<file path="src/rtl/divisor_secuencial_pkg.sv">
// Shared types and defaults for the sequential restoring divider.
// The FSM encoding is fixed so external checkers can decode the debug state port.
package divisor_secuencial_pkg;

  localparam int DD_LEN_DEF = 31;
  localparam int DV_LEN_DEF = 15;
  localparam int Q_LEN_DEF  = DD_LEN_DEF + 1;

  typedef enum logic [1:0] {
    IDLE   = 2'd0,
    CALC   = 2'd1,
    ESPERA = 2'd2
  } estado_t;

  // Counter must be able to hold DD_LEN+1 (one step per quotient bit).
  function automatic int cnt_width(input int dd_len);
    return $clog2(dd_len + 2);
  endfunction

endpackage

</file>
<file path="src/rtl/divisor_secuencial_if.sv">
// Request/result bundle between a divide master and the divider.
// Handshake is 4-phase: master raises inicie while termino=1; the divider accepts on that
// edge and drops termino; when termino returns to 1 the result is valid and the master must
// have released inicie (a held inicie parks the divider in ESPERA until it drops).
interface divisor_secuencial_if #(
  parameter int DD_LEN = 31,
  parameter int DV_LEN = 15
);

  logic              inicie;
  logic [DD_LEN:0]   dividendo;
  logic [DV_LEN:0]   divisor;
  logic [DD_LEN:0]   cociente;
  logic [DV_LEN:0]   residuo;
  logic              termino;

  modport master (
    output inicie, dividendo, divisor,
    input  cociente, residuo, termino
  );

  modport slave (
    input  inicie, dividendo, divisor,
    output cociente, residuo, termino
  );

endinterface

</file>
<file path="src/rtl/divisor_secuencial_paso.sv">
// One combinational restoring step: shift the next dividend bit into the partial
// remainder, subtract the divisor when it fits and emit the quotient bit.
module divisor_secuencial_paso #(
  parameter int DV_LEN = 15
) (
  input  logic [DV_LEN:0] rem_in,
  input  logic            bit_in,
  input  logic [DV_LEN:0] divisor,
  output logic [DV_LEN:0] rem_out,
  output logic            q_bit
);

  // One guard bit above the remainder so the compare never overflows.
  logic [DV_LEN+1:0] rem_shift;
  logic              cabe;

  always_comb begin
    rem_shift = {rem_in, bit_in};
    cabe      = (rem_shift >= {1'b0, divisor});
    q_bit     = cabe;
    // When the divisor fits the true difference is below 2^(DV_LEN+1), so the low bits suffice.
    rem_out   = cabe ? (rem_shift[DV_LEN:0] - divisor) : rem_shift[DV_LEN:0];
  end

endmodule

</file>
<file path="src/rtl/divisor_secuencial.sv">
// Sequential unsigned restoring divider: one quotient bit per clock, fixed latency,
// results registered and held until the next completion.
module divisor_secuencial
  import divisor_secuencial_pkg::*;
#(
  parameter int DD_LEN = DD_LEN_DEF,
  parameter int DV_LEN = DV_LEN_DEF
) (
  input  logic                 reloj,
  input  logic                 reset,
  divisor_secuencial_if.slave  bus,
  output estado_t              estado
);

  localparam int CNT_W = cnt_width(DD_LEN);
  localparam logic [CNT_W-1:0] CNT_INI = CNT_W'(DD_LEN + 1);
  localparam logic [CNT_W-1:0] CNT_UNO = CNT_W'(1);

  estado_t           estado_q, estado_d;
  logic              acepta, ultimo;

  logic [DD_LEN:0]   q_r;
  logic [DV_LEN:0]   rem_r;
  logic [DV_LEN:0]   div_r;
  logic              div_cero_r;
  logic [CNT_W-1:0]  cnt_r;
  logic [DD_LEN:0]   cociente_r;
  logic [DV_LEN:0]   residuo_r;

  logic [DV_LEN:0]   rem_sig;
  logic              q_bit;
  logic [DD_LEN:0]   q_sig;

  divisor_secuencial_paso #(
    .DV_LEN (DV_LEN)
  ) u_paso (
    .rem_in  (rem_r),
    .bit_in  (q_r[DD_LEN]),
    .divisor (div_r),
    .rem_out (rem_sig),
    .q_bit   (q_bit)
  );

  assign q_sig = {q_r[DD_LEN-1:0], q_bit};

  always_ff @(posedge reloj or negedge reset) begin
    if (!reset) begin
      estado_q <= IDLE;
    end else begin
      estado_q <= estado_d;
    end
  end

  always_comb begin
    estado_d = estado_q;
    acepta   = 1'b0;
    ultimo   = 1'b0;
    case (estado_q)
      IDLE: begin
        if (bus.inicie) begin
          acepta   = 1'b1;
          estado_d = CALC;
        end
      end
      CALC: begin
        // inicie is only looked at on the final step, to decide between IDLE and ESPERA.
        if (cnt_r == CNT_UNO) begin
          ultimo   = 1'b1;
          estado_d = bus.inicie ? ESPERA : IDLE;
        end
      end
      ESPERA: begin
        if (!bus.inicie) begin
          estado_d = IDLE;
        end
      end
      default: begin
        estado_d = IDLE;
      end
    endcase
  end

  // Working registers: operands are captured only on the accept edge.
  always_ff @(posedge reloj or negedge reset) begin
    if (!reset) begin
      q_r        <= '0;
      rem_r      <= '0;
      div_r      <= '0;
      div_cero_r <= 1'b0;
      cnt_r      <= '0;
    end else if (acepta) begin
      q_r        <= bus.dividendo;
      rem_r      <= '0;
      div_r      <= bus.divisor;
      div_cero_r <= (bus.divisor == '0);
      cnt_r      <= CNT_INI;
    end else if (estado_q == CALC) begin
      q_r        <= q_sig;
      rem_r      <= rem_sig;
      cnt_r      <= cnt_r - CNT_UNO;
    end
  end

  // Result registers change only on the final step, so an aborted divide never leaks out.
  always_ff @(posedge reloj or negedge reset) begin
    if (!reset) begin
      cociente_r <= '0;
      residuo_r  <= '0;
    end else if (ultimo) begin
      cociente_r <= div_cero_r ? '1 : q_sig;
      residuo_r  <= div_cero_r ? '0 : rem_sig;
    end
  end

  assign bus.cociente = cociente_r;
  assign bus.residuo  = residuo_r;
  assign bus.termino  = (estado_q == IDLE);
  assign estado       = estado_q;

endmodule

</file>
<file path="src/flat_wrapper.sv">
// flat-port wrapper written by rule: the top's interface ports become plain ports
module divisor_secuencial_flat import divisor_secuencial_pkg::*;
#(
  parameter int DD_LEN = DD_LEN_DEF,
  parameter int DV_LEN = DV_LEN_DEF
)
  (reloj, reset, estado, bus_inicie, bus_dividendo, bus_divisor, bus_cociente, bus_residuo, bus_termino);
  divisor_secuencial_if #(.DD_LEN(DD_LEN), .DV_LEN(DV_LEN)) bus_i ();
  input  logic reloj;
  input  logic reset;
  output estado_t estado;
  input wire logic [$bits(bus_i.inicie)-1:0] bus_inicie;
  input wire logic [$bits(bus_i.dividendo)-1:0] bus_dividendo;
  input wire logic [$bits(bus_i.divisor)-1:0] bus_divisor;
  output wire logic [$bits(bus_i.cociente)-1:0] bus_cociente;
  output wire logic [$bits(bus_i.residuo)-1:0] bus_residuo;
  output wire logic [$bits(bus_i.termino)-1:0] bus_termino;
  assign bus_i.inicie = bus_inicie;
  assign bus_i.dividendo = bus_dividendo;
  assign bus_i.divisor = bus_divisor;
  assign bus_cociente = bus_i.cociente;
  assign bus_residuo = bus_i.residuo;
  assign bus_termino = bus_i.termino;
  divisor_secuencial #(.DD_LEN(DD_LEN), .DV_LEN(DV_LEN)) u_core (.reloj(reloj), .reset(reset), .bus(bus_i), .estado(estado));
endmodule
</file>
<file path="config.mk">
export PLATFORM = sky130hd
export DESIGN_NAME = divisor_secuencial_flat
export DESIGN_NICKNAME = d
export VERILOG_FILES = /design/src/rtl/divisor_secuencial_pkg.sv /design/src/rtl/divisor_secuencial_if.sv /design/src/rtl/divisor_secuencial_paso.sv /design/src/rtl/divisor_secuencial.sv /design/src/flat_wrapper.sv
export SDC_FILE = /design/constraint.sdc
export NUM_CORES = 1
export LEC_CHECK = 0
export BUFFER_PORTS_ARGS = -buffer_cell sky130_fd_sc_hd__buf_2
export CAP_MARGIN = 0
export CORE_UTILIZATION = 30
export CTS_BUF_LIST = sky130_fd_sc_hd__clkbuf_8 sky130_fd_sc_hd__clkbuf_16
export CTS_CLUSTER_SIZE = 8
export DETAILED_ROUTE_END_ITERATION = 8
export GPL_TIMING_DRIVEN = 0
export PLACE_DENSITY = 0.55
export SLEW_MARGIN = 0
export SYNTH_ARGS = -nofsm -noshare
export SYNTH_HDL_FRONTEND = slang
export SYNTH_HIERARCHICAL = 1
export SYNTH_SLANG_ARGS = --single-unit
</file>
<file path="constraint.sdc">
create_clock -name reloj -period 2.9 [get_ports reloj]
set_input_delay 0.145 -clock reloj [delete_from_list [all_inputs] [get_ports reloj]]
set_output_delay 0.145 -clock reloj [all_outputs]
set_load 0.02 [all_outputs]
</file>
# Word level (Yosys, flattened, before mapping)
# Cells that the tools add are included.
[op_classes] mux=18 magnitude_cmp=1 eq_ne=6 addsub=2 n_reduce_logical=4
[ops] cell="$mux 32" n=3
[ops] cell="$mux 16" n=4
[ops] cell="$ge 17x16->1" n=1
[ops] cell="$logic_not 16->1" n=1
[ops] cell="$sub 16x16->16" n=1
[ops] cell="$mux 6" n=2
[ops] cell="$mux 2" n=4
[ops] cell="$eq 6x1->1 const B" n=1
[ops] cell="$pmux 2 s3" n=1
[ops] cell="$sub 6x1->6 const B" n=1
[ops] cell="$mux 1" n=4
[ops] cell="$ne 2x2->1 const B" n=2
[ops] cell="$reduce_and 3->1" n=1
[ops] cell="$eq 2x1->1 const B" n=1
[ops] cell="$eq 2x2->1 const B" n=1
[ops] cell="$logic_not 2->1" n=1
[ops] cell="$ne 2x1->1 const B" n=1
[ops] cell="$reduce_bool 2->1" n=1
[totals] reg_bits=121 output_inout_bits=51 inputBits=51

# Logic depth before layout (Yosys ltp)
# Gate-level depths: netlist of run 1.
[logic_depth] depth_word=4 mapped_depth=13 depth_no_buf=11

# Cells and area by module
# The synthesis of run 1 kept the hierarchy.
[modules_own_cells] module="divisor_secuencial" seq_area_each_um2=3027.9 area_each_um2=5124.9 n_inst=1 cells_each=523
[modules_own_cells] module="divisor_secuencial_paso" seq_area_each_um2=0.0 area_each_um2=1164.9 n_inst=1 cells_each=156

# Worst setup path before layout of run 1
# OpenSTA, ideal clock, no wires.
[synth_path] path_type="reg-to-reg" from="register u_core.rem_r[13]" to="register u_core.residuo_r[10], in the netlist u_core/bus.residuo[10]" path_buffers=2 period_less_slack_ns=2.842 required_time_ns=2.773 path_stages_with_launch=13 arrival_time_ns=2.715 setup_ns=0.127 setup_slack_ns=0.058 path_cell_list="dfrtp_1 > ha_1 > buf_6 > a21o_1 > a211o_1 > a41o_1 > a31oi_4 > o21a_4 > inv_4 > buf_12 > mux2_4 > nor2b_1 > mux2_1"
[synth_between] elab_chain_cells=3
[synth_lines] element="start: declaration" line="divisor_secuencial.sv:23" rtl="logic [DV_LEN:0] rem_r;"
[synth_lines] element="start signal: assignment" line="divisor_secuencial.sv:99" rtl="rem_r <= rem_sig;"
[synth_lines] element="$ge 17x16->1" line="divisor_secuencial_paso.sv:19" rtl="cabe = (rem_shift >= {1'b0, divisor});"
[synth_lines] element="net u_core.q_bit" line="divisor_secuencial.sv:31" rtl="logic q_bit;"
[synth_lines] element="$mux 16" line="divisor_secuencial_paso.sv:22" rtl="rem_out = cabe ? (rem_shift[DV_LEN:0] - divisor) : rem_shift[DV_LEN:0];"
[synth_lines] element="net u_core.rem_sig[10]" line="divisor_secuencial.sv:30" rtl="logic [DV_LEN:0] rem_sig;"
[synth_lines] element="$mux 16" line="divisor_secuencial.sv:111" rtl="residuo_r <= div_cero_r ? '0 : rem_sig;"
[synth_lines] element="end signal: assignment" line="divisor_secuencial.sv:111"
[synth_lines] element="end: declaration" line="divisor_secuencial.sv:28" rtl="logic [DV_LEN:0] residuo_r;"
# The timed path passes the listed nets, and every way through them passes these cells.
# A chain may end at the register's enable or synchronous reset.

# Worst setup path in the final report of run 1
[layout_path] from="register u_core.div_r[14]" to="register u_core.residuo_r[11], in the netlist u_core/bus.residuo[11]"
[layout_between] elab_chain_cells=3
[layout_lines] element="start: declaration" line="divisor_secuencial.sv:24" rtl="logic [DV_LEN:0] div_r;"
[layout_lines] element="start signal: assignment" line="divisor_secuencial.sv:94" rtl="div_r <= bus.divisor;"
[layout_lines] element="$ge 17x16->1" line="divisor_secuencial_paso.sv:19"
[layout_lines] element="net u_core.q_bit" line="divisor_secuencial.sv:31"
[layout_lines] element="$mux 16" line="divisor_secuencial_paso.sv:22"
[layout_lines] element="net u_core.rem_sig[11]" line="divisor_secuencial.sv:30"
[layout_lines] element="$mux 16" line="divisor_secuencial.sv:111"
# The timed path passes the listed nets, and every way through them passes these cells.

==> impl_metrics.tcl, run 1 <==
set metrics [dict create \
    endpoint "u_core/bus.residuo[11]$_DFFE_PN0P_" \
    critPathKind "reg2reg" \
    hold_class "in2async" \
    fmax_mhz 349 \
    r2r-end "u_core/bus.residuo[11]$_DFFE_PN0P_" \
    synthAdderAreaFrac 0.0390 \
    overflow 0 \
    postSynthAreaPerCell_um2 9.26 \
    setup-violations-final 0 \
    first_pass_iters 5 \
    final_nets 929 \
    drtIter0Drc 294 \
    clk_transition_reported_paths_ps 50 \
    outcome "finished clean" \
    cp_max_fo 7 \
    ys_async_sr_fraction 1.00 \
    antenna_found_initial 0 \
    synth_xor_area_frac 0.0167 \
    core-area_mm2 0.0204 \
    fin_setup_tns_ps 0 \
    slowest_stage "dfrtp_1" \
    slowest_delay_ps 380 \
    cts_tree "built" \
    drc_errors 0 \
    ys_ff_latch 121 \
    initial_core_util 0.309 \
    worst-path-buf-inv 3 \
    clkLatencyLatePin_ps 420 \
    n_antenna_cell 0 \
    dieArea_mm2 0.0215 \
    synth_top_family_by_area "simple AND/OR/NAND/NOR gates" \
    area_growth_pct 34.4 \
    synth-compound-area-share 0.159 \
    grt_start_max_net_pins 89 \
    crit_chain "inv_2, ha_4, a21o_1, a211o_1, a41o_1, a31oi_4, o21a_4, clkinv_8, buf_12, mux2_4, nor2b_4, mux2_4" \
    cp_top_family "compound AO/OA/AOI/OAI gates" \
    fin_skew_ps 17.8 \
    vias_per_cell 4.87 \
    synth_warnings 6 \
    die-width_um 147 \
    syn_nets 749 \
    startpoint "u_core/div_r[14]$_DFFE_PN0P_" \
    htree_levels 4 \
    synth_top_cell_by_area "dfrtp_1" \
    worstMarginPinSlew_ps 672 \
    placed_area_mm2 0.00717 \
    ir_drop_mv 0.478 \
    cp-end-kind "flop" \
    reg2regPathDepth 12 \
    clkSinkCount 121 \
    synth_cell_types 58 \
    reg2reg_from "u_core/div_r[14]$_DFFE_PN0P_" \
    design_area_mm2 0.00845 \
    synthSimpleGateAreaFrac 0.187 \
    hold_slack_ps 187 \
    hold_violations 0 \
    synth_edf_count 0 \
    synth_top_area_share 0.481 \
    synth_mux_area_frac 0.0613 \
    layout-drive-gt1-share 0.227 \
    dp_slack_ps -141 \
    finalWirelength_um 17700 \
    regToRegSetupSlack_ps 30 \
    grt_first_pass_wirelength_um 29400 \
    cts_made_buffers 17 \
    io_pins 102 \
    syn_inst 679 \
    worstPathArrival_ps 3170 \
    synth_flop_cell "dfrtp_1" \
    cts_root_buf "clkbuf_16" \
    cellLeakagePower_nw 4.07 \
    rsz0062_at_grt "yes" \
    cts_buffer_depth 2 \
    ys_seq_area_frac 0.481 \
    fin_crit_ps 2870 \
    ant_nets 0 \
    syn-cell-area_mm2 0.00629 \
    total_power_mw 11.5 \
    cp_common_cell "mux2_4" \
    start_kind "flop" \
    num_rows 52 \
    gp_congestion 0.829 \
    first_global_vias 5537 \
    dp_hpwl_um 12100 \
    grtUsageTotal 0.172 \
    worstPathRequired_ps 3200 \
    slew_violations 0 \
    fin_ws_ps 32.9 \
    wl_per_cell_um 15.5 \
    final.period_utilization 0.989 \
    ys_top_cells_by_area "dfrtp_1 (48%), nand2_1 (9.5%), a22oi_1 (3.8%)" \
    die_h_um 147 \
    cp.depth 12 \
    port_buffers 101 \
    slew-limit-headroom 0.551 \
    vias 5558 \
    max_cap_violations 0 \
    power_density_mw_per_mm2 1360 \
]
final cells by class:
class	count	area [um2]
Buffer	43	208
Clock buffer	18	439
Clock inverter	14	123
Fill cell	2033	11900
Inverter	27	114
Multi-Input combinational cell	483	3040
Sequential cell	121	3030
Tap cell	270	338
Timing Repair Buffer	166	1160
layer usage:
metal	GRT usage	up-vias	wire length, um
met2	0.270	109	8320
met3	0.0354	21	639
met4	0.0677	0	352
met1	0.231	2715	8360
li1	-	2713	-
met5	0	-	0
registers in the layout (all words and copies together) (netlist names):
name / flops
u_core/rem_r: 16
u_core/q_r: 32
u_core/div_r: 16
u_core/estado: 2
u_core/div_cero_r: 1
u_core/bus.residuo: 16
u_core/cnt_r: 6
u_core/bus.cociente: 32
worst reg2reg max path: cells and delay by family, from the launching register on:
| kind | cells | cell delay [ps] |
|---|---|---|
| buf+inv | 3 | 340 |
| fa+ha+maj | 1 | 210 |
| mux | 2 | 580 |
| simple gates | 1 | 130 |
| compound gates | 5 | 1120 |
| flops | 1 | 380 |
metrics by stage:
stage	instances	utilization
after global placement	1050	0.350
after global routing	1142	0.415
after floorplan	679	-
after detailed placement	1051	0.352
final	1142	0.415
after CTS	1134	0.406
cell usage after synthesis (2+ instances only):
library cell  instances
inv_1                26
buf_6                 6
mux2_4                8
dfrtp_1             121
nor2b_1              19
a311oi_1              2
o21bai_1              5
mux2i_1               4
buf_2                 4
a21oi_1              43
mux2_1               16
buf_1                 2
o21a_1                2
a41o_1                2
o211ai_1              2
ha_1                 18
and2_1                2
a211o_1               2
xnor2_1               8
a22oi_1              32
nor2_1               43
mux2_2                4
nand2_1             160
clkbuf_1             34
a211oi_1              2
nor4_1                4
o21ai_1               4
nand3_1              21
o21ai_0               9
a31oi_1              36
xor2_1                4
nand4_1               4
and3_1                3
a21o_1                3
worst min-delay path by stage:
stage | startpoint | to | slack [ps] | cells past startpoint
after detailed placement | reset | u_core/div_r[13]$_DFFE_PN0P_ | 60 | 1
after global placement | bus_divisor[10] | u_core/div_r[10]$_DFFE_PN0P_ | 360 | 3
final | reset | u_core/div_r[13]$_DFFE_PN0P_ | 190 | 2
after floorplan | reset | u_core/bus.cociente[0]$_DFFE_PN0P_ | -150 | 0
after CTS | reset | u_core/div_r[13]$_DFFE_PN0P_ | 180 | 2
after global routing | reset | u_core/div_r[13]$_DFFE_PN0P_ | 210 | 2
what timing repair did:
item                                    CTS  global route
hold buffers                             50             0
gates resized for setup                   8            26
endpoints found under the setup margin   11            12
pin swaps                                 2             4
endpoints found under the hold margin    82             0
setup buffers                             3            11
where the power goes:
part	switching, mW	internal [mW]
combinational	3.44	2.99
sequential	0.580	2.49
clock	0.817	1.20
total	4.83	6.69
cells by family after synthesis:
logic type	after synthesis
buffers and inverters	75
flip-flops	121
multiplexers	32
adder cells (fa/ha/maj)	19
XOR/XNOR	12
AO/OA/AOI/OAI	152
AND/OR/NAND/NOR	268
layout by cell type (no fill, tap or decap), drive strengths merged, types with 4 or more instances in the layout:
master         n
ha            18
nand4          4
a31oi         37
clkinvlp       4
xnor2          8
clkbuf        49
mux2i          4
nand2        160
inv           30
o21ai         13
nand3         21
mux2          28
nor4           5
dfrtp        121
o21bai         5
xor2           4
a21oi         43
nor2b         19
buf          128
dlygate4sd3   50
a22oi         32
clkinv         6
nor2          43
No activity file was read; power rests on OpenSTA's default activity.
==> inputs of run 2 (changes only) <==
- CORE_ASPECT_RATIO: unset -> 1.1
- CORE_UTILIZATION: 30 -> 35
- PLACE_DENSITY: 0.55 -> 0.62
==> impl_metrics.tcl, run 2 (synthesis gave the netlist of run 1 again) <==
set metrics [dict create \
    endpoint "u_core/bus.residuo[10]$_DFFE_PN0P_" \
    area_growth_pct 33.5 \
    final_common_cell "nand2_1" \
    reg2regPathDepth 10 \
    fmax_mhz 360 \
    startpoint "u_core/rem_r[9]$_DFFE_PN0P_" \
    worstMarginPinSlew_ps 640 \
    die-width_um 130 \
    drc_errors 0 \
    io_pins 102 \
    cp_common_cell "mux2_4" \
    hold_slack_ps 219 \
    fillerInstances 1675 \
    routedLengthMet1_um 7540 \
    crit_chain "ha_1, clkbuf_1, a21oi_1, o21ai_1, a31oi_4, o21a_4, clkinv_8, mux2_4, nor2b_4, mux2_4" \
    core-area_mm2 0.0177 \
    slew_violations 0 \
    cellLeakagePower_nw 4.06 \
    ant_nets 0 \
    cts_root_buf "clkbuf_16" \
    first_pass_iters 5 \
    antenna_found_initial 0 \
    cts_buffer_depth 2 \
    fin_skew_ps 10.1 \
    worstPathRequired_ps 3190 \
    cp_max_fo 8 \
    regArea_mm2 0.00303 \
    vias_per_cell 4.99 \
    n_antenna_cell 0 \
    cp-end-kind "flop" \
    hold_violations 0 \
    slowest_delay_ps 400 \
    regToRegSetupSlack_ps 120 \
    hold_class "in2async" \
    initial_core_util 0.356 \
    power_density_mw_per_mm2 1380 \
    overflow 0 \
    mostFrequentLayoutCells "nand2_1 (160), dfrtp_1 (120), buf_2 (104)" \
    wl_per_cell_um 15.9 \
    num_rows 51 \
    slowest_stage "dfrtp_1" \
    fin_crit_ps 2780 \
    grt_start_max_net_pins 78 \
    reg2reg_from "u_core/rem_r[9]$_DFFE_PN0P_" \
    final.period_utilization 0.957 \
    routed-wl-met3_um 876 \
    drtIter0Drc 274 \
    r2r-end "u_core/bus.residuo[10]$_DFFE_PN0P_" \
    finalWirelength_um 17600 \
    first_global_vias 5670 \
    clk_transition_reported_paths_ps 60 \
    vias 5524 \
    gp_congestion 0.819 \
    max_cap_violations 0 \
    slew-limit-headroom 0.573 \
    die_h_um 143 \
    fin_setup_tns_ps 0 \
    worstPathArrival_ps 3070 \
    wl_met2_um 9040 \
    grtUsageTotal 0.202 \
    dieArea_mm2 0.0185 \
    dp_slack_ps -150 \
    clkSinkCount 121 \
    outcome "finished clean" \
    htree_levels 4 \
    multi_input_area_mm2 0.00304 \
    grt_first_pass_wirelength_um 28800 \
    cts_tree "built" \
    rsz0062_at_grt "no" \
    dp_hpwl_um 12100 \
    start_kind "flop" \
    fin_ws_ps 125 \
    placed_area_mm2 0.00713 \
    setup-violations-final 0 \
    highest_layer "met4" \
    ir_drop_mv 0.586 \
    final_nets 925 \
    cts_made_buffers 17 \
    layout-drive-gt1-share 0.220 \
    critPathKind "reg2reg" \
    clkLatencyLatePin_ps 420 \
    port_buffers 101 \
    design_area_mm2 0.00840 \
]
-- run 2: changes by cell type in the layout (fill, tap and decap cells not counted), moves of 2 or more --
| cell | change |
|---|---|
| buf_4 | -6 |
| clkinv_4 | +2 |
| bufinv_16 | +2 |
| clkinv_2 | -2 |
| clkbuf_1 | +2 |
| mux2_2 | +2 |
| ha_2 | -3 |
| ha_1 | +3 |
| nor2b_1 | -2 |
-- run 2: worst max-delay path, delay by kind of cell, from the launching register on --
kind | cells | cell delay [ps]
compound gates | 4 | 940
mux | 2 | 580
flops | 1 | 400
buf+inv | 2 | 300
fa+ha+maj | 1 | 300
simple gates | 1 | 130
-- run 2: cell type report --
type | count | area share
multi-input combinational | 483 | 0.362
sequential | 121 | 0.361
timing repair buffer | 159 | 0.130
clock buffer | 17 | 0.0506
tap | 238 | 0.0355
buffer | 45 | 0.0256
clock inverter | 15 | 0.0212
inverter | 27 | 0.0136
timing repair inverter | 1 | 0.00104
-- run 2: per-stage QoR --
stage | instances | utilization | power, mW
4_1_cts | 1104 | 0.468 | 11.3
2_1_floorplan | 679 | - | 7.42
3_5_place_dp | 1019 | 0.403 | 8.94
3_3_place_gp | 1018 | 0.401 | 8.83
5_1_grt | 1106 | 0.475 | 12.5
6_report | 1106 | 0.475 | 11.6
-- run 2: repair_timing --
| item | CTS | global route |
|---|---|---|
| hold endpoints to repair | 93 | 0 |
| resized for setup | 8 | 24 |
| endpoints found under the setup margin | 12 | 13 |
| hold buffers | 50 | 0 |
| setup buffers | 4 | 3 |
| cloned | 0 | 1 |
| pin swaps | 2 | 5 |
-- run 2: power breakdown --
group          leakage, nW  internal, mW  switching [mW]
clock                0.292          1.35           0.822
sequential            1.51          2.49           0.563
combinational         2.26          2.87            3.49
-- run 2: worst min-delay path by stage --
stage                          startpoint                            endpoint  slack (ps)  cells after the start
after CTS                           reset          u_core/q_r[11]$_DFFE_PN0P_         220                      2
after global placement    bus_divisor[14]        u_core/div_r[14]$_DFFE_PN0P_         360                      3
after floorplan                     reset  u_core/bus.cociente[0]$_DFFE_PN0P_        -150                      0
after global routing                reset          u_core/q_r[12]$_DFFE_PN0P_         250                      2
final                               reset          u_core/q_r[12]$_DFFE_PN0P_         220                      2
after detailed placement            reset          u_core/q_r[11]$_DFFE_PN0P_         100                      1
-- run 2: metal layers --
metal	vias to the layer above	GRT usage
met5	-	0
met3	9	0.0500
li1	2703	-
met2	139	0.352
met4	0	0.0545
met1	2673	0.245
==> inputs of run 3 (changes only) <==
- PLACE_DENSITY: 0.62 -> 0.6
- clock period: 2.9 -> 2.96 ns (I/O delays scaled with it)
==> impl_metrics.tcl, run 3 (synthesis gave the netlist of run 1 again) <==
set metrics [dict create \
    outcome "finished clean" \
    start_kind "flop" \
    fmax_mhz 347 \
    rsz0062_at_grt "no" \
    slew-limit-headroom 0.590 \
    cp_max_fo 8 \
    htree_levels 4 \
    die-width_um 130 \
    clkLatencyLatePin_ps 420 \
    hold_violations 0 \
    dieArea_mm2 0.0185 \
    fin_skew_ps 14.7 \
    cts_buffer_depth 2 \
    first_global_vias 5472 \
    clkSinkCount 121 \
    port_buffers 101 \
    power_density_mw_per_mm2 1350 \
    cellLeakagePower_nw 4.06 \
    placed_area_mm2 0.00713 \
    design_area_mm2 0.00840 \
    gp_congestion 0.838 \
    hold_class "in2async" \
    cts_tree "built" \
    worstPathRequired_ps 3250 \
    io_pins 102 \
    vias_per_cell 4.97 \
    antenna_found_initial 0 \
    layout-drive-gt1-share 0.219 \
    fin_setup_tns_ps 0 \
    first_pass_iters 4 \
    area_growth_pct 33.6 \
    num_rows 51 \
    worstMarginPinSlew_ps 615 \
    final_nets 926 \
    drc_errors 0 \
    fin_crit_ps 2880 \
    final_common_cell "nand2_1" \
    vias 5501 \
    mostFrequentLayoutCells "nand2_1 (160), dfrtp_1 (120), buf_2 (104)" \
    drtIter0Drc 319 \
    ant_nets 0 \
    cp-end-kind "flop" \
    critPathKind "reg2reg" \
    final.period_utilization 0.972 \
    setup-violations-final 0 \
    dp_hpwl_um 12000 \
    finalWirelength_um 17500 \
    ir_drop_mv 0.591 \
    overflow 0 \
    initial_core_util 0.356 \
    slew_violations 0 \
    die_h_um 143 \
    wl_per_cell_um 15.8 \
    cts_made_buffers 17 \
    clk_transition_reported_paths_ps 60 \
    cts_root_buf "clkbuf_16" \
    n_antenna_cell 0 \
    grt_start_max_net_pins 72 \
    core-area_mm2 0.0177 \
    worstPathArrival_ps 3170 \
    max_cap_violations 0 \
    grtUsageTotal 0.199 \
    grt_first_pass_wirelength_um 28300 \
]
run 3: cell types whose count changed in the layout (fill, tap and decap cells not counted), sizes merged:
cell | previous run | this run
bufinv | 3 | 2
inv | 31 | 32
clkinv | 6 | 3
clkinvlp | 3 | 4
buf | 121 | 122
clkbuf | 50 | 52
run 3: path summary, 6_finish.rpt:
path / startpoint / endpoint / slack [ps] / cells after the start
worst max-delay path: u_core/rem_r[9]$_DFFE_PN0P_ / u_core/bus.residuo[10]$_DFFE_PN0P_ / 80 / 11
worst max register to register: u_core/rem_r[9]$_DFFE_PN0P_ / u_core/bus.residuo[10]$_DFFE_PN0P_ / 80 / 11
worst min-delay path: reset / u_core/div_r[9]$_DFFE_PN0P_ / 260 / 2
worst min register to register: u_core/div_r[3]$_DFFE_PN0P_ / u_core/div_r[3]$_DFFE_PN0P_ / 480 / 2
max in group asynchronous: reset / u_core/q_r[15]$_DFFE_PN0P_ / 1990 / 3
min in group reloj: bus_dividendo[24] / u_core/q_r[24]$_DFFE_PN0P_ / 480 / 4
run 3: final cells by class:
| cell class | instances | area [um2] |
|---|---|---|
| Clock buffer | 18 | 439 |
| Inverter | 27 | 106 |
| Clock inverter | 14 | 163 |
| Sequential cell | 121 | 3030 |
| Timing Repair Buffer | 160 | 1120 |
| Tap cell | 238 | 298 |
| Multi-Input combinational cell | 483 | 3020 |
| Buffer | 46 | 235 |
| Fill cell | 1722 | 9270 |
run 3: through the flow:
| step | util | setup WS, ps | hold WS (ps) | instances | power (mW) |
|---|---|---|---|---|---|
| 2_1_floorplan | - | 118 | -148 | 679 | 7.27 |
| 3_3_place_gp | 0.401 | -124 | 363 | 1018 | 8.66 |
| 3_5_place_dp | 0.403 | -112 | 130 | 1019 | 8.74 |
| 4_1_cts | 0.469 | 8.23 | 254 | 1104 | 11.1 |
| 5_1_grt | 0.475 | 1.18 | 290 | 1107 | 12.2 |
| 6_report | 0.475 | 82.1 | 256 | 1107 | 11.3 |
run 3: repair_timing:
item	CTS	global route
resized for setup	6	17
hold buffers	50	0
endpoints found under the hold margin	99	0
gates cloned	0	1
buffers inserted	3	4
endpoints found under the setup margin	8	10
pin swaps	2	2
run 3: per-layer routing:
| metal | GRT usage | part of all wire | vias to the layer above |
|---|---|---|---|
| li1 | - | - | 2695 |
| met1 | 0.246 | 0.44 | 2686 |
| met2 | 0.343 | 0.51 | 111 |
| met3 | 0.0504 | 0.042 | 9 |
| met4 | 0.0496 | 0.0076 | 0 |
| met5 | 0 | 0 | - |
run 3: critical path, stage by stage (launching register included):
cell and delay (ps):
dfrtp_1 410, ha_1 300, clkbuf_1 200, a21oi_1 360, o21ai_1 160, a31oi_4 230
o21a_4 190, inv_6 50, clkbuf_16 150, mux2_4 310, nor2b_1 130, mux2_4 260
run 3: power breakdown:
part	internal [mW]	switching (mW)	total, mW
registers	2.44	0.551	2.99
logic	2.85	3.39	6.24
clock network	1.28	0.824	2.11
